### src/rtl/ax_mon_pkg.sv
// ax_mon_pkg: shared types and helpers for the approximate-adder error monitor.
//   mon_state_e : run-control FSM states
//   *_DEF       : default parameter values
//   sat_add     : unsigned add clamped to an all-ones value of a given width (width <= SAT_W)
package ax_mon_pkg;

    localparam int unsigned WIDTH_DEF = 16;
    localparam int unsigned BURST_DEF = 1024;
    localparam int unsigned CNT_W_DEF = 32;
    localparam int unsigned ACC_W_DEF = 48;

    // Widest counter/accumulator the saturating helper supports.
    localparam int unsigned SAT_W = 64;

    typedef enum logic [1:0] {
        IDLE  = 2'd0,
        RUN   = 2'd1,
        DRAIN = 2'd2,
        DONE  = 2'd3
    } mon_state_e;

    // a + b, clamped to (2**w - 1); operands are expected to already fit in w bits.
    function automatic logic [SAT_W-1:0] sat_add(input logic [SAT_W-1:0] a,
                                                 input logic [SAT_W-1:0] b,
                                                 input int unsigned      w);
        logic [SAT_W:0] s;
        logic [SAT_W:0] lim;
        s   = {1'b0, a} + {1'b0, b};
        lim = ((SAT_W+1)'(1) << w) - (SAT_W+1)'(1);
        if (s > lim) begin
            return lim[SAT_W-1:0];
        end
        return s[SAT_W-1:0];
    endfunction

endpackage

### src/rtl/ax_err_accum.sv
// ax_err_accum: statistics registers for the error monitor.
//   clk, rst        : clock, async active-high reset
//   clear           : synchronous zero of all statistics (abort or run start)
//   acc_valid, ed   : one error distance to fold into the statistics
//   a, b            : operands of that sample (worst-case capture only)
//   sample_cnt, err_cnt, sum_ed : saturating counters / accumulator
//   max_ed          : largest ED seen, first occurrence kept on ties
//   worst_a/worst_b : operands of the sample that set max_ed
// Optional feature macro: AXMON_WORST_CAPTURE_EN.
module ax_err_accum
    import ax_mon_pkg::*;
#(
    parameter int unsigned WIDTH = WIDTH_DEF,
    parameter int unsigned CNT_W = CNT_W_DEF,
    parameter int unsigned ACC_W = ACC_W_DEF
) (
    input  logic             clk,
    input  logic             rst,
    input  logic             clear,
    input  logic             acc_valid,
    input  logic [WIDTH:0]   ed,
`ifdef AXMON_WORST_CAPTURE_EN
    input  logic [WIDTH-1:0] a,
    input  logic [WIDTH-1:0] b,
    output logic [WIDTH-1:0] worst_a,
    output logic [WIDTH-1:0] worst_b,
`endif
    output logic [CNT_W-1:0] sample_cnt,
    output logic [CNT_W-1:0] err_cnt,
    output logic [ACC_W-1:0] sum_ed,
    output logic [WIDTH:0]   max_ed
);

    // Strictly greater: ties keep the earlier sample.
    logic new_max;
    assign new_max = ed > max_ed;

    // Statistics update; clear has priority over a sample in flight.
    always_ff @(posedge clk or posedge rst) begin
        if (rst) begin
            sample_cnt <= '0;
            err_cnt    <= '0;
            sum_ed     <= '0;
            max_ed     <= '0;
        end else if (clear) begin
            sample_cnt <= '0;
            err_cnt    <= '0;
            sum_ed     <= '0;
            max_ed     <= '0;
        end else if (acc_valid) begin
            sample_cnt <= CNT_W'(sat_add(SAT_W'(sample_cnt), SAT_W'(1), CNT_W));
            err_cnt    <= CNT_W'(sat_add(SAT_W'(err_cnt), SAT_W'(ed != '0), CNT_W));
            sum_ed     <= ACC_W'(sat_add(SAT_W'(sum_ed), SAT_W'(ed), ACC_W));
            if (new_max) begin
                max_ed <= ed;
            end
        end
    end

`ifdef AXMON_WORST_CAPTURE_EN
    // Operands of the current maximum.
    always_ff @(posedge clk or posedge rst) begin
        if (rst) begin
            worst_a <= '0;
            worst_b <= '0;
        end else if (clear) begin
            worst_a <= '0;
            worst_b <= '0;
        end else if (acc_valid && new_max) begin
            worst_a <= a;
            worst_b <= b;
        end
    end
`endif

endmodule

### src/rtl/ax_adder_error_monitor.sv
// ax_adder_error_monitor: accuracy characterisation of the approximate adder.
//   clk, rst            : clock, async active-high reset
//   clr                 : synchronous abort, zeroes statistics, no done pulse
//   start               : begin a burst of BURST samples (ignored while busy)
//   in_valid/in_ready   : sample handshake, A/B operands and Sum_approx
//   busy, done          : run in progress / one-cycle end-of-run pulse
//   sample_cnt, err_cnt, sum_ed, max_ed : error statistics
//   worst_A, worst_B    : operands that set max_ed (AXMON_WORST_CAPTURE_EN only)
// Pipeline: S1 register -> S2 exact sum and |ED| register -> accumulate.
module ax_adder_error_monitor
    import ax_mon_pkg::*;
#(
    parameter int unsigned WIDTH = WIDTH_DEF,
    parameter int unsigned BURST = BURST_DEF,
    parameter int unsigned CNT_W = CNT_W_DEF,
    parameter int unsigned ACC_W = ACC_W_DEF
) (
    input  logic             clk,
    input  logic             rst,
    input  logic             clr,
    input  logic             start,
    input  logic             in_valid,
    output logic             in_ready,
    input  logic [WIDTH-1:0] A,
    input  logic [WIDTH-1:0] B,
    input  logic [WIDTH:0]   Sum_approx,
    output logic             busy,
    output logic             done,
    output logic [CNT_W-1:0] sample_cnt,
    output logic [CNT_W-1:0] err_cnt,
    output logic [ACC_W-1:0] sum_ed,
`ifdef AXMON_WORST_CAPTURE_EN
    output logic [WIDTH-1:0] worst_A,
    output logic [WIDTH-1:0] worst_B,
`endif
    output logic [WIDTH:0]   max_ed
);

    localparam int unsigned AC_W = $clog2(BURST) + 1;

    mon_state_e      state, state_next;
    logic            busy_next, ready_next, done_next;
    logic [AC_W-1:0] acc_cnt;
    logic            xfer, last, run_start;

    logic             s1_valid, s2_valid;
    logic [WIDTH-1:0] s1_a, s1_b;
    logic [WIDTH:0]   s1_sum;
    logic [WIDTH:0]   exact, ed_c;
    logic [WIDTH:0]   s2_ed;
`ifdef AXMON_WORST_CAPTURE_EN
    logic [WIDTH-1:0] s2_a, s2_b;
`endif

    assign xfer      = in_valid && in_ready;
    assign last      = acc_cnt == AC_W'(BURST - 1);
    assign run_start = (state == IDLE) && start && !clr;

    // Next-state and registered-output decode.
    always_comb begin
        state_next = state;
        if (clr) begin
            state_next = IDLE;
        end else begin
            case (state)
                IDLE:    if (start) state_next = RUN;
                RUN:     if (xfer && last) state_next = DRAIN;
                DRAIN:   if (!s1_valid && !s2_valid) state_next = DONE;
                DONE:    state_next = IDLE;
                default: state_next = IDLE;
            endcase
        end
        busy_next  = (state_next == RUN) || (state_next == DRAIN);
        ready_next = state_next == RUN;
        done_next  = state_next == DONE;
    end

    // State register and control outputs.
    always_ff @(posedge clk or posedge rst) begin
        if (rst) begin
            state    <= IDLE;
            busy     <= 1'b0;
            in_ready <= 1'b0;
            done     <= 1'b0;
        end else begin
            state    <= state_next;
            busy     <= busy_next;
            in_ready <= ready_next;
            done     <= done_next;
        end
    end

    // Accepted-sample counter for the current burst.
    always_ff @(posedge clk or posedge rst) begin
        if (rst) begin
            acc_cnt <= '0;
        end else if (run_start) begin
            acc_cnt <= '0;
        end else if (xfer) begin
            acc_cnt <= acc_cnt + AC_W'(1);
        end
    end

    // S1: capture the transferred sample.
    always_ff @(posedge clk or posedge rst) begin
        if (rst) begin
            s1_valid <= 1'b0;
            s1_a     <= '0;
            s1_b     <= '0;
            s1_sum   <= '0;
        end else begin
            s1_valid <= xfer && !clr;
            if (xfer) begin
                s1_a   <= A;
                s1_b   <= B;
                s1_sum <= Sum_approx;
            end
        end
    end

    // S2: exact sum and absolute error distance.
    assign exact = {1'b0, s1_a} + {1'b0, s1_b};
    assign ed_c  = (exact >= s1_sum) ? (exact - s1_sum) : (s1_sum - exact);

    always_ff @(posedge clk or posedge rst) begin
        if (rst) begin
            s2_valid <= 1'b0;
            s2_ed    <= '0;
        end else begin
            s2_valid <= s1_valid && !clr;
            if (s1_valid) begin
                s2_ed <= ed_c;
            end
        end
    end

`ifdef AXMON_WORST_CAPTURE_EN
    always_ff @(posedge clk or posedge rst) begin
        if (rst) begin
            s2_a <= '0;
            s2_b <= '0;
        end else if (s1_valid) begin
            s2_a <= s1_a;
            s2_b <= s1_b;
        end
    end
`endif

    ax_err_accum #(
        .WIDTH (WIDTH),
        .CNT_W (CNT_W),
        .ACC_W (ACC_W)
    ) u_accum (
        .clk        (clk),
        .rst        (rst),
        .clear      (clr || run_start),
        .acc_valid  (s2_valid),
        .ed         (s2_ed),
`ifdef AXMON_WORST_CAPTURE_EN
        .a          (s2_a),
        .b          (s2_b),
        .worst_a    (worst_A),
        .worst_b    (worst_B),
`endif
        .sample_cnt (sample_cnt),
        .err_cnt    (err_cnt),
        .sum_ed     (sum_ed),
        .max_ed     (max_ed)
    );

endmodule
### config.mk
export PLATFORM = sky130hd
export DESIGN_NAME = ax_adder_error_monitor
export DESIGN_NICKNAME = d
export VERILOG_FILES = /design/src/rtl/ax_mon_pkg.sv /design/src/rtl/ax_err_accum.sv /design/src/rtl/ax_adder_error_monitor.sv
export SDC_FILE = /design/constraint.sdc
export NUM_CORES = 1
export LEC_CHECK = 0
export BUFFER_PORTS_ARGS = -buffer_cell sky130_fd_sc_hd__buf_4
export CAP_MARGIN = 30
export CORE_ASPECT_RATIO = 0.9
export CORE_MARGIN = 8
export CORE_UTILIZATION = 45
export CTS_BUF_LIST = sky130_fd_sc_hd__clkbuf_16
export CTS_CLUSTER_DIAMETER = 60
export CTS_CLUSTER_SIZE = 40
export DETAILED_ROUTE_END_ITERATION = 7
export PLACE_DENSITY_LB_ADDON = 0.1
export SLEW_MARGIN = 20
export SYNTH_ARGS = -nofsm -noshare
export SYNTH_HDL_FRONTEND = slang
export SYNTH_SLANG_ARGS = --single-unit
### constraint.sdc
create_clock -name clk -period 9.6 [get_ports clk]
set_input_delay 1.44 -clock clk [delete_from_list [all_inputs] [get_ports clk]]
set_output_delay 1.44 -clock clk [all_outputs]
set_load 0.005 [all_outputs]
Word-level counts from Yosys, hierarchy flattened

Index checks and enable logic that the tools add are counted.

Bits of input ports: 54
Register bits: 213
Output and inout bits: 132

Reductions and logical operators: 18
Add/sub/neg operators: 7
Eq/ne operators: 7
Order comparisons: 5
Multiplexer cells: 32

Operators by type and width:

| operator                | count |
|---|---|
| $mux W32                | 8 |
| $mux W48                | 4 |
| $mux W17                | 4 |
| $gt A33 B32 Y1 const B  | 2 |
| $add A48 B17 Y49        | 1 |
| $gt A49 B48 Y1 const B  | 1 |
| $sub A17 B17 Y17        | 2 |
| $add A32 B1 Y33         | 1 |
| $add A32 B1 Y33 const B | 1 |
| $mux W11                | 2 |
| $add A16 B16 Y17        | 1 |
| $ge A17 B17 Y1          | 1 |
| $gt A17 B17 Y1          | 1 |
| $reduce_bool A17 Y1     | 1 |
| $add A11 B1 Y11 const B | 1 |
| $eq A11 B10 Y1 const B  | 1 |
| $mux W1                 | 9 |
| $eq A2 B2 Y1 const B    | 4 |
| $mux W2                 | 4 |
| $pmux W2 S4             | 1 |
| $logic_and A1 B1 Y1     | 7 |
| $reduce_bool A2 Y1      | 3 |
| $eq A2 B1 Y1 const B    | 2 |
| $logic_not A1 Y1        | 3 |
| other kinds (3)         | 4 |

Depth between registers and ports, before layout

Gate-level depths: netlist of the first run.

Depth after elaboration: 9
Mapped depth: 26

By module

Synthesis of the first run repeated with hierarchy kept, for this count alone.

Cell total of the unflattened synthesis: 1707
Area, all modules: 14577.7 um2

Modules (own cells, without submodules):

| module                 | times used | sequential area each (um2) | area each (um2) | cells each |
|---|---|---|---|---|
| ax_err_accum           | 1          | 3228.1                     | 8933.6          | 1053 |
| ax_adder_error_monitor | 1          | 2102.0                     | 5644.2          | 654 |

Least setup slack after synthesis of the first run

Ideal clock, no wire load.

Path type: reg-to-reg
From: reg s1_a[1]
To: reg s2_ed[14]
Arrival time: 4.887 ns
Setup slack: 4.588 ns
Stages on the path, launching flop included: 24
Clock period less this slack: 5.012 ns
Data required time: 9.475 ns
Cells stage by stage: dfrtp_1 > ha_1 > a21o_1 > a21oi_1 > nor2b_1 > o21ai_0 > a211oi_1 > o31a_1 > a21o_1 > a21oi_1 > xnor2_1 > ha_1 > clkbuf_1 > nand4_1 > nor4_1 > or3_1 > or3_1 > o211a_1 > clkbuf_1 > mux2_2 > o211ai_1 > a31oi_1 > xnor2_1 > mux2_2

Cells in the longest elaborated chain, start to end: 3

Ends and longest elaborated chain:

| item                                               | RTL line                      | source |
|---|---|---|
| from (decl)                                        | ax_adder_error_monitor.sv:47  | `logic [WIDTH-1:0] s1_a, s1_b;` |
| from (signal assigned)                             | ax_adder_error_monitor.sv:108 | `s1_a <= '0;` |
| from (signal assigned)                             | ax_adder_error_monitor.sv:114 | `s1_a <= A;` |
| $add A16 B16 Y17 *                                 | ax_adder_error_monitor.sv:122 | `assign exact = {1'b0, s1_a} + {1'b0, s1_b};` |
| $sub A17 B17 Y17 or $ge A17 B17 Y1 (tied branches) | ax_adder_error_monitor.sv:123 | `assign ed_c = (exact >= s1_sum) ? (exact - s1_sum) : (s1_sum - exact);` |
| $mux W17 *                                         | ax_adder_error_monitor.sv:123 |  |
| to (signal assigned)                               | ax_adder_error_monitor.sv:128 | `s2_ed <= '0;` |
| to (signal assigned)                               | ax_adder_error_monitor.sv:132 | `s2_ed <= ed_c;` |
| to (decl)                                          | ax_adder_error_monitor.sv:50  | `logic [WIDTH:0] s2_ed;` |

Mark *: on every way between the ends. The rest lies on a longest branch, timed or not.
A chain may end at the register's enable or synchronous reset.

Worst setup path in the final report of the first run

From: reg s1_a[0]
To: reg s2_ed[14]

The elaborated chain is that of the path after synthesis.

==> results of run 1 <==
==> Yosys cell counts, drive strengths merged, types with 14 or more instances <==
master  instances  area, µm²
inv            83        312
and3           34        213
xnor2          34        298
nor3           43        226
ha             91       1140
nand3          58        295
a311oi         24        210
a21o           22        165
a31oi          28        175
dfrtp         213       5330
mux2i          30        300
nor2          145        544
a21oi         124        621
nand4          26        169
o21ai          86        442
a211oi         32        240
nor2b          14       87.6
xor2           26        228
clkbuf         53        199
mux2           40        450
buf            21        123
nand2         102        385
==> cell type report <==
cell class / instances / area (µm²) / share of cell area
clock buffers: 21 / 526 / 0.0327
well taps: 403 / 504 / 0.0314
clock inverters: 17 / 201 / 0.0125
inverters: 84 / 323 / 0.0201
repair buffers: 200 / 1580 / 0.0982
multi-input cells: 1128 / 7600 / 0.473
flip-flops and latches: 213 / 5330 / 0.332
==> path summary, 6_finish.rpt <==
check	depth (start not counted)	slack [ns]	startpoint	endpoint
max in group asynchronous	4	7.53	rst	s1_b[14]$_DFFE_PP0P_
worst min-delay path	1	0.52	s1_b[0]$_DFFE_PP0P_	s1_b[0]$_DFFE_PP0P_
min in group asynchronous	2	0.99	rst	u_accum.max_ed[2]$_DFFE_PP0P_
worst min register to register	1	0.52	s1_b[0]$_DFFE_PP0P_	s1_b[0]$_DFFE_PP0P_
worst max-delay path	24	3.61	s1_a[0]$_DFFE_PP0P_	s2_ed[14]$_DFFE_PP0P_
worst max register to register	24	3.61	s1_a[0]$_DFFE_PP0P_	s2_ed[14]$_DFFE_PP0P_
==> layer usage <==
layer	wire [µm]	part of all wire	vias up	global-route usage
li1	-	-	5751	-
met4	836	0.023	0	0.0489
met5	0	0	-	0
met2	16300	0.45	306	0.315
met1	17300	0.47	5644	0.275
met3	2090	0.057	44	0.0345
==> where the power goes <==
group          leakage, nW  total, W  internal, W  switching, W
Clock                0.354  0.000861     0.000455      0.000406
Combinational         4.16   0.00147     0.000658      0.000816
Sequential            2.83   0.00109     0.000979      0.000111
Total                 7.34   0.00343      0.00209       0.00133
==> sequential cells by signal, summed over array words and instances, names as in the netlist <==
signal	cells
acc_cnt	11
busy	1
done	1
in_ready	1
s1_a	16
s1_b	16
s1_sum	17
s1_valid	1
s2_ed	17
s2_valid	1
state	2
u_accum.err_cnt	32
u_accum.max_ed	17
u_accum.sample_cnt	32
u_accum.sum_ed	48
==> cells by family after synthesis <==
| family | after synthesis |
|---|---|
| multiplexers | 70 |
| buffers and inverters | 158 |
| adder cells (fa/ha/maj) | 95 |
| AND/OR/NAND/NOR | 502 |
| AO/OA/AOI/OAI | 401 |
| XOR/XNOR | 60 |
| flip-flops | 213 |
==> per-stage QoR <==
step	cell area [µm²]	util	hold slack [ns]
2_1_floorplan	13600	-	0.485
3_3_place_gp	15200	0.510	0.494
3_5_place_dp	15300	0.512	0.503
4_1_cts	16000	0.536	0.525
5_1_grt	16100	0.539	0.539
6_report	16100	0.539	0.519
==> layout by cell type (no fill, tap or decap), types with 9 or more instances in the layout <==
| cell type | netlist | layout |
|---|---|---|
| dfrtp_1 | 213 | 212 |
| buf_4 | 2 | 194 |
| nor2_1 | 145 | 144 |
| a21oi_1 | 124 | 124 |
| nand2_1 | 101 | 101 |
| ha_1 | 91 | 91 |
| o21ai_0 | 85 | 85 |
| inv_1 | 83 | 83 |
| nand3_1 | 57 | 57 |
| nor3_1 | 42 | 42 |
| mux2_2 | 38 | 38 |
| and3_1 | 34 | 34 |
| xnor2_1 | 34 | 34 |
| a211oi_1 | 32 | 32 |
| mux2i_1 | 30 | 30 |
| a31oi_1 | 28 | 28 |
| xor2_1 | 26 | 26 |
| nand4_1 | 25 | 25 |
| a311oi_1 | 24 | 24 |
| a21o_1 | 22 | 22 |
| clkbuf_16 | 0 | 21 |
| nor2b_1 | 14 | 14 |
| and4_1 | 12 | 12 |
| nor4_1 | 10 | 10 |
| o21a_1 | 10 | 10 |
| and2_1 | 10 | 9 |
| or3_1 | 9 | 9 |
==> worst max-delay path: cells and delay by family, from the launching register on <==
family	cells	cell delay (ns)
mux	2	0.70
compound gates	10	2.68
buf+inv	1	0.07
flops	1	0.39
fa+ha+maj	3	0.80
simple gates	6	0.97
xor+xnor	2	0.25
==> metrics.md, run 1 <==
| Metric | Value |
|---|---|
| Share of layout cells above drive strength 1 | `0.181` |
| Simple logic cell fraction of the synthesized area | `0.186` |
| Die ar. | `35900 µm²` |
| Total clock sinks | `213` |
| # IOs | `186` |
| Final worst path period share | `0.624` |
| Top_reg_cell synth | `dfrtp_1` |
| NumNets Final | `1797` |
| LEAKAGE | `7.34 nW` |
| CTS root buf | `clkbuf_16` |
| Setup CP Type | `flip-flop to flip-flop` |
| Peak Freq | `167 MHz` |
| DRC violations left | `0` |
| Worst path cell trace | `ha_1 -> inv_1 -> fa_1 -> nor2b_1 -> o21ai_0 -> a21boi_0 -> o21ai_0 -> nand2b_1 -> a21oi_1 -> o2111ai_1 -> a31o_2 -> a21oi_1 -> xnor2_1 -> ha_1 -> nand4_1 -> nor4_1 -> or3_1 -> or3_1 -> o211a_1 -> mux2_2 -> o211ai_1 -> a31oi_1 -> xnor2_1 -> mux2_2` |
| Post-synth ARST share | `1.00` |
| Clk slew on worst S/H paths | `0.08 ns` |
| Final WL | `36.6 mm` |
| Routed vias/inst | `5.68` |
| Initial antenna violation count | `0` |
| Crit start category | `flip-flop` |
| Cts hold-fix bufs | `0` |
| Critical path endpoint category | `flip-flop` |
| Grt total ovfl | `0` |
| Total of max-cap violations | `0` |
| PwrDens | `213 nW/µm²` |
| Crit path max-delay cell type | `o211a_1` |
| Port bufs | `185` |
| RD Place Congestion | `0.904` |
| Die W | `199 µm` |
| Cell count after placement | `2024` |
| Headroom to the max-slew limit | `0.364` |
| Post-CTS sizing | `0` |
| Core area | `29800 µm²` |
| Max IR drop VDD | `0.183 mV` |
| Final Hold Vio Count | `0` |
| Synth Area in Compound Gates | `0.189` |
| Post-Place Worst Slack | `3.64 ns` |
| Setup slack after layout | `3.61 ns` |
| Largest family of logic cells by synthesized area | `compound AO/OA/AOI/OAI gates` |
| Post-synthesis xor/xnor area fraction | `0.0388` |
| Hpwl dp | `26.5 mm` |
| CTS tree | `built` |
| Final ANT Viol Nets | `0` |
| Mapped cell area | `13600 µm²` |
| Number of global-route vias before repair | `11400` |
| Post-synth EDFFs | `0` |
| CTS H-tree depth | `1` |
| Hold Crit Class | `flip-flop to flip-flop` |
| Area added between synthesis and finish | `18.5%` |
| Fin. max-slew vios | `0` |
| ANT cells | `0` |
| Yosys cell types | `78` |
| Outcome | `complete, no violations` |
| FP Rows | `60` |
| Synth Register Bits | `213` |
| Filler cells | `2780` |
| Gr usage total | `0.198` |
| CTS Buffer Depth | `3` |
| Cell count after synthesis | `1499` |
| First-pass GRT wire length | `59.9 mm` |
| Number of buffers created by CTS | `21` |
| CP peak stage delay | `0.70 ns` |
| Avg Cell Area, Syn | `9.04 µm²` |
| Fin cells | `2066` |
| Pin count of the biggest net entering global routing | `88` |
| Synthesized net count | `1648` |
| Vias post-DR | `11700` |
| Synth warn | `0` |
| DRT Pass-1 Iters | `5` |
| CP max FO | `24` |
| Post-CTS setup buffers | `0` |
| Setup TNS | `0 ns` |
| Die H | `181 µm` |
| Critical Path RT | `10.00 ns` |
| Initial DRC count | `660` |
| Period minus WS final | `5.99 ns` |
| Wirelength per Cell | `17.7 µm` |
| Synth Area in Adders | `0.0899` |
| CP arrival | `6.39 ns` |
| Post-synthesis sequential area ratio | `0.393` |
| Final Skew | `0.0242 ns` |
| # setup viols final | `0` |
| Actual slew at the worst max-slew pin | `0.946 ns` |
| Mux cell area share after synthesis | `0.0554` |
| RSZ-0062 raised after global routing | `no` |
| Overall power | `0.00343 W` |
| Starting Density | `0.455` |
| Clock Latency Late Sink | `0.52 ns` |
No activity file was read; power rests on OpenSTA's default activity.
==> run 2, diff against run 1 <==
==> constraint.sdc (replaced) <==
create_clock -name clk -period 5.2 [get_ports clk]
set_input_delay 0.78 -clock clk [delete_from_list [all_inputs] [get_ports clk]]
set_output_delay 0.78 -clock clk [all_outputs]
set_load 0.005 [all_outputs]
==> metrics.md, run 2 (synthesized netlist as in run 1, its figures left out) <==
| Metric | Value |
|---|---|
| Die H | `181 µm` |
| Grt total ovfl | `0` |
| Final ANT Viol Nets | `0` |
| CP max FO | `8` |
| R2R cell count | `25` |
| First-pass GRT wire length | `61.5 mm` |
| Biggest register | `u_accum.sum_ed` |
| Most frequent cells in the layout | `buf_4, dfrtp_1, nor2_1, a21oi_1, nand2_1` |
| Crit start category | `flip-flop` |
| Most common cell after layout, fill and taps aside | `buf_4` |
| Post-Place Worst Slack | `-0.142 ns` |
| Area added between synthesis and finish | `20.9%` |
| CTS root buf | `clkbuf_16` |
| Clk slew on worst S/H paths | `0.09 ns` |
| Final Hold Vio Count | `0` |
| Total of max-cap violations | `0` |
| Peak Freq | `203 MHz` |
| Actual slew at the worst max-slew pin | `0.820 ns` |
| RR Endpoint | `s2_ed[14]$_DFFE_PP0P_` |
| Fin cells | `2093` |
| Gr usage total | `0.203` |
| Fin. max-slew vios | `0` |
| PwrDens | `420 nW/µm²` |
| Top flop regs | `u_accum.sum_ed x48, u_accum.err_cnt x32, u_accum.sample_cnt x32` |
| Final Skew | `0.0241 ns` |
| # IOs | `186` |
| FP Rows | `60` |
| Routed vias/inst | `5.65` |
| Delay-heaviest family, CP | `compound AO/OA/AOI/OAI gates` |
| Final WL | `36.8 mm` |
| Period minus WS final | `4.93 ns` |
| Critical Path RT | `5.60 ns` |
| Worst path buffer plus inverter count | `2` |
| RSZ-0062 raised after global routing | `no` |
| Setup slack after layout | `0.266 ns` |
| Initial antenna violation count | `0` |
| CTS H-tree depth | `1` |
| Outcome | `complete, no violations` |
| Vias post-DR | `11800` |
| Share of layout cells above drive strength 1 | `0.208` |
| Cts hold-fix bufs | `0` |
| CTS tree | `built` |
| DRC violations left | `0` |
| ANT cells | `0` |
| Core area | `29800 µm²` |
| Port bufs | `185` |
| Starting Density | `0.455` |
| NumNets Final | `1823` |
| Die ar. | `35900 µm²` |
| Cell count after placement | `2045` |
| Hpwl dp | `26.9 mm` |
| Initial DRC count | `621` |
| WHS | `0.369 ns` |
| RD Place Congestion | `0.881` |
| R2R setup slack | `0.27 ns` |
| CP peak stage delay | `0.39 ns` |
| Hold Crit Class | `input port to asynchronous set/reset pin` |
| Wirelength per Cell | `17.6 µm` |
| Clock Latency Late Sink | `0.53 ns` |
| Overall power | `0.00688 W` |
| DRT Pass-1 Iters | `5` |
| Pin count of the biggest net entering global routing | `124` |
| Setup CP Type | `flip-flop to flip-flop` |
| Die W | `199 µm` |
| Crit path max-delay cell type | `dfrtp_1` |
| # setup viols final | `0` |
| Setup TNS | `0 ns` |
| Critical path endpoint category | `flip-flop` |
| Max reg flops | `48` |
| CTS Buffer Depth | `3` |
| Final worst path period share | `0.949` |
| Worst R2R Start | `s1_a[0]$_DFFE_PP0P_` |
| CP arrival | `5.34 ns` |
| LEAKAGE | `7.51 nW` |
| Total clock sinks | `213` |
| Headroom to the max-slew limit | `0.454` |
| Number of buffers created by CTS | `23` |
| Number of global-route vias before repair | `11800` |
| Max IR drop VDD | `0.306 mV` |
-- run 2: changes by cell type in the layout (fill, tap and decap cells not counted), moves of 3 or more --
cell	change
buf_4	+28
a21oi_1	-5
a21oi_2	+4
o21ai_0	-3
o21ai_2	+3
-- run 2: through the flow --
| stage | instance area, µm² | utilization |
|---|---|---|
| 2_1_floorplan | 13600 | - |
| 6_report | 16400 | 0.550 |
| 4_1_cts | 16200 | 0.545 |
| 5_1_grt | 16400 | 0.550 |
| 3_5_place_dp | 15400 | 0.517 |
| 3_3_place_gp | 15400 | 0.517 |
-- run 2: how the worst max path moves through the flow --
| stage | to | from | cells after the start | slack, ns |
|---|---|---|---|---|
| after floorplan | s2_ed[14]$_DFFE_PP0P_ | s1_a[1]$_DFFE_PP0P_ | 23 | 0.19 |
| after CTS | s2_ed[14]$_DFFE_PP0P_ | s1_a[0]$_DFFE_PP0P_ | 25 | 0.03 |
| after global placement | s2_ed[14]$_DFFE_PP0P_ | s1_a[0]$_DFFE_PP0P_ | 24 | -0.02 |
| final | s2_ed[14]$_DFFE_PP0P_ | s1_a[0]$_DFFE_PP0P_ | 25 | 0.27 |
| after detailed placement | s2_ed[14]$_DFFE_PP0P_ | s1_a[0]$_DFFE_PP0P_ | 24 | -0.14 |
| after global routing | s2_ed[14]$_DFFE_PP0P_ | s1_a[0]$_DFFE_PP0P_ | 25 | 0.004 |
-- run 2: power by group --
group          leakage, nW  total, W  internal, W  switching [W]
sequential            2.83   0.00200      0.00181       0.000196
clock                0.406   0.00181     0.000979       0.000831
combinational         4.27   0.00306      0.00147        0.00160
-- run 2: area by class of cell --
| cell class | instances | area (µm²) |
|---|---|---|
| Clock inverter | 18 | 262 |
| Tap cell | 403 | 504 |
| Multi-Input combinational cell | 1128 | 7690 |
| Sequential cell | 213 | 5330 |
| Inverter | 84 | 319 |
| Fill cell | 2752 | 13400 |
| Clock buffer | 23 | 576 |
| Timing Repair Buffer | 224 | 1700 |
-- run 2: what timing repair did --
action / in CTS / in global routing
endpoints found under the setup margin: 5 / 14
resized for setup: 4 / 22
pin swaps: 1 / 16
buffers inserted: 1 / 5
-- run 2: routing by layer --
metal  wire length [µm]  up-vias  track usage
met1              17600     5705        0.284
met5                  0        -            0
met3               1790       55       0.0306
li1                   -     5809            -
met4                956        0       0.0575
met2              16500      262        0.321
==> run 3, diff against run 2 <==
--- a/config.mk
+++ b/config.mk
@@ -14,7 +14,8 @@
 export CTS_CLUSTER_DIAMETER = 60
 export CTS_CLUSTER_SIZE = 40
 export DETAILED_ROUTE_END_ITERATION = 7
-export PLACE_DENSITY_LB_ADDON = 0.1
+export HOLD_SLACK_MARGIN = 0.06
+export PLACE_DENSITY_LB_ADDON = 0.05
 export SLEW_MARGIN = 20
 export SYNTH_ARGS = -nofsm -noshare
 export SYNTH_HDL_FRONTEND = slang
==> constraint.sdc (replaced) <==
create_clock -name clk -period 5.2 [get_ports clk]
set_input_delay 1.04 -clock clk [delete_from_list [all_inputs] [get_ports clk]]
set_output_delay 1.04 -clock clk [all_outputs]
set_load 0.005 [all_outputs]
==> metrics.md, run 3 (synthesized netlist as in run 1, its figures left out) <==
| Metric | Value |
|---|---|
| Initial DRC count | `803` |
| Most common cell after layout, fill and taps aside | `buf_4` |
| Post-Place Worst Slack | `-0.130 ns` |
| Peak Freq | `201 MHz` |
| Die ar. | `35900 µm²` |
| Cts hold-fix bufs | `0` |
| Hpwl dp | `27.5 mm` |
| Final Skew | `0.0180 ns` |
| Max reg flops | `48` |
| Total of max-cap violations | `0` |
| Clk slew on worst S/H paths | `0.07 ns` |
| Total clock sinks | `213` |
| # setup viols final | `0` |
| Switch Pwr | `0.00251 W` |
| Core area | `29800 µm²` |
| CP max FO | `5` |
| Final Hold Vio Count | `0` |
| Headroom to the max-slew limit | `0.355` |
| Clock share of power | `0.251` |
| Share of layout cells above drive strength 1 | `0.202` |
| Setup slack after layout | `0.233 ns` |
| Actual slew at the worst max-slew pin | `0.968 ns` |
| Comb power frac | `0.450` |
| Area added between synthesis and finish | `20.2%` |
| Number of buffers created by CTS | `23` |
| Outcome | `finished, violations left` |
| LEAKAGE | `7.47 nW` |
| Final WL | `37.8 mm` |
| RSZ-0062 raised after global routing | `yes` |
| Gr usage total | `0.206` |
| Failing checks | `design-rule violations` |
| CTS root buf | `clkbuf_16` |
| DRT Pass-1 Iters | `8` |
| Switching Share | `0.373` |
| First-pass GRT wire length | `61.8 mm` |
| Die W | `199 µm` |
| # IOs | `186` |
| Hold Crit Class | `flip-flop to flip-flop` |
| RD Place Congestion | `0.870` |
| Initial antenna violation count | `0` |
| Vias post-DR | `11800` |
| Routed vias/inst | `5.66` |
| ANT cells | `0` |
| Grt total ovfl | `0` |
| Die H | `181 µm` |
| Max IR drop VDD | `0.263 mV` |
| Critical path endpoint category | `flip-flop` |
| Number of global-route vias before repair | `11600` |
| Filler cells | `2726` |
| Overall power | `0.00673 W` |
| Top flop regs | `u_accum.sum_ed x48, u_accum.err_cnt x32, u_accum.sample_cnt x32` |
| Pin count of the biggest net entering global routing | `155` |
| Crit start category | `flip-flop` |
| Wirelength per Cell | `18.1 µm` |
| WHS | `0.514 ns` |
| Port bufs | `185` |
| Pint | `0.00422 W` |
| Setup CP Type | `flip-flop to flip-flop` |
| CTS H-tree depth | `1` |
| Final ANT Viol Nets | `0` |
| Fin. max-slew vios | `0` |
| CTS Buffer Depth | `3` |
| DRC violations left | `6` |
| Clock Latency Late Sink | `0.52 ns` |
| Critical Path RT | `5.61 ns` |
| Most frequent cells in the layout | `buf_4, dfrtp_1, nor2_1, a21oi_1, nand2_1` |
| CP arrival | `5.37 ns` |
| Reg power frac | `0.299` |
| PwrDens | `413 nW/µm²` |
| Biggest register | `u_accum.sum_ed` |
| CTS tree | `built` |
| FP Rows | `60` |
| Starting Density | `0.455` |
| Period minus WS final | `4.97 ns` |
| NumNets Final | `1820` |
| Final worst path period share | `0.955` |
[run 3: changes by cell type in the layout (fill, tap and decap cells not counted), moves of 2 or more]
cell | previous run | this run
inv_16 | 3 | 0
buf_4 | 222 | 220
o21ai_1 | 0 | 2
inv_1 | 81 | 87
inv_6 | 6 | 1
clkinv_4 | 0 | 2
[run 3: per-layer routing]
| metal | vias to the layer above | global-route usage | share of wire |
|---|---|---|---|
| li1 | 5809 | - | - |
| met5 | - | 0 | 0 |
| met1 | 5653 | 0.289 | 0.46 |
| met2 | 319 | 0.331 | 0.46 |
| met3 | 47 | 0.0274 | 0.053 |
| met4 | 0 | 0.0524 | 0.023 |
[run 3: metrics by stage]
| stage | area (µm²) | utilization | instances | TNS, ns |
|---|---|---|---|---|
| global route | 16300 | 0.546 | 2090 | -0.0931 |
| detailed placement | 15400 | 0.517 | 2048 | -0.377 |
| floorplan | 13600 | - | 1499 | 0 |
| finish | 16300 | 0.546 | 2090 | 0 |
| CTS | 16200 | 0.543 | 2089 | 0 |
| global placement | 15400 | 0.517 | 2048 | -0.0290 |
[run 3: path summary, 6_finish.rpt]
| check | start | slack (ns) | cells past startpoint | end |
|---|---|---|---|---|
| max in group asynchronous | rst | 3.70 | 3 | s1_sum[12]$_DFFE_PP0P_ |
| min in group asynchronous | rst | 0.69 | 3 | u_accum.err_cnt[21]$_DFFE_PP0P_ |
| setup / recovery | s1_a[0]$_DFFE_PP0P_ | 0.23 | 24 | s2_ed[14]$_DFFE_PP0P_ |
| setup reg to reg | s1_a[0]$_DFFE_PP0P_ | 0.23 | 24 | s2_ed[14]$_DFFE_PP0P_ |
| hold reg to reg | s1_a[4]$_DFFE_PP0P_ | 0.51 | 1 | s1_a[4]$_DFFE_PP0P_ |
| hold / removal | s1_a[4]$_DFFE_PP0P_ | 0.51 | 1 | s1_a[4]$_DFFE_PP0P_ |
[run 3: what timing repair did]
item                       CTS  global route
buffers inserted             0             1
setup endpoints to repair    6             9
pin swaps                    0            16
gates resized for setup      3            23
hold endpoints to repair     0             0
[run 3: final cells by class]
cell class              count  area (µm²)  area share
clock buffers              23         576      0.0353
clock inverters            18         196      0.0121
inverters                  84         319      0.0196
multi-input cells        1128        7690       0.472
flip-flops and latches    213        5330       0.327
well taps                 403         504      0.0310
repair buffers            221        1670       0.103
[run 3: power groups by stage]
stage                     Sequential, W  Combinational [W]  Clock (W)
final                           0.00201            0.00303    0.00169
after global routing            0.00203            0.00342    0.00180
after CTS                       0.00201            0.00297    0.00174
after detailed placement        0.00204            0.00294          0
after global placement          0.00203            0.00291          0
after floorplan                 0.00195            0.00219          0
[run 3: critical path, stage by stage (launching register included)]
cell and delay, ns:
dfrtp_1 0.38, ha_2 0.20, inv_2 0.06, fa_2 0.21, nor2b_2 0.05, o21ai_2 0.19, a21boi_2 0.09, o21ai_1 0.12
nand2b_1 0.11, a21oi_4 0.19, o2111ai_2 0.13, a31o_2 0.28, a21oi_2 0.15, xnor2_1 0.10, ha_1 0.32, nand4_1 0.09
nor4_2 0.06, or3_4 0.38, or3_4 0.33, o211a_4 0.26, mux2_2 0.28, o211ai_1 0.31, a31oi_1 0.15, xnor2_1 0.15
mux2_2 0.26
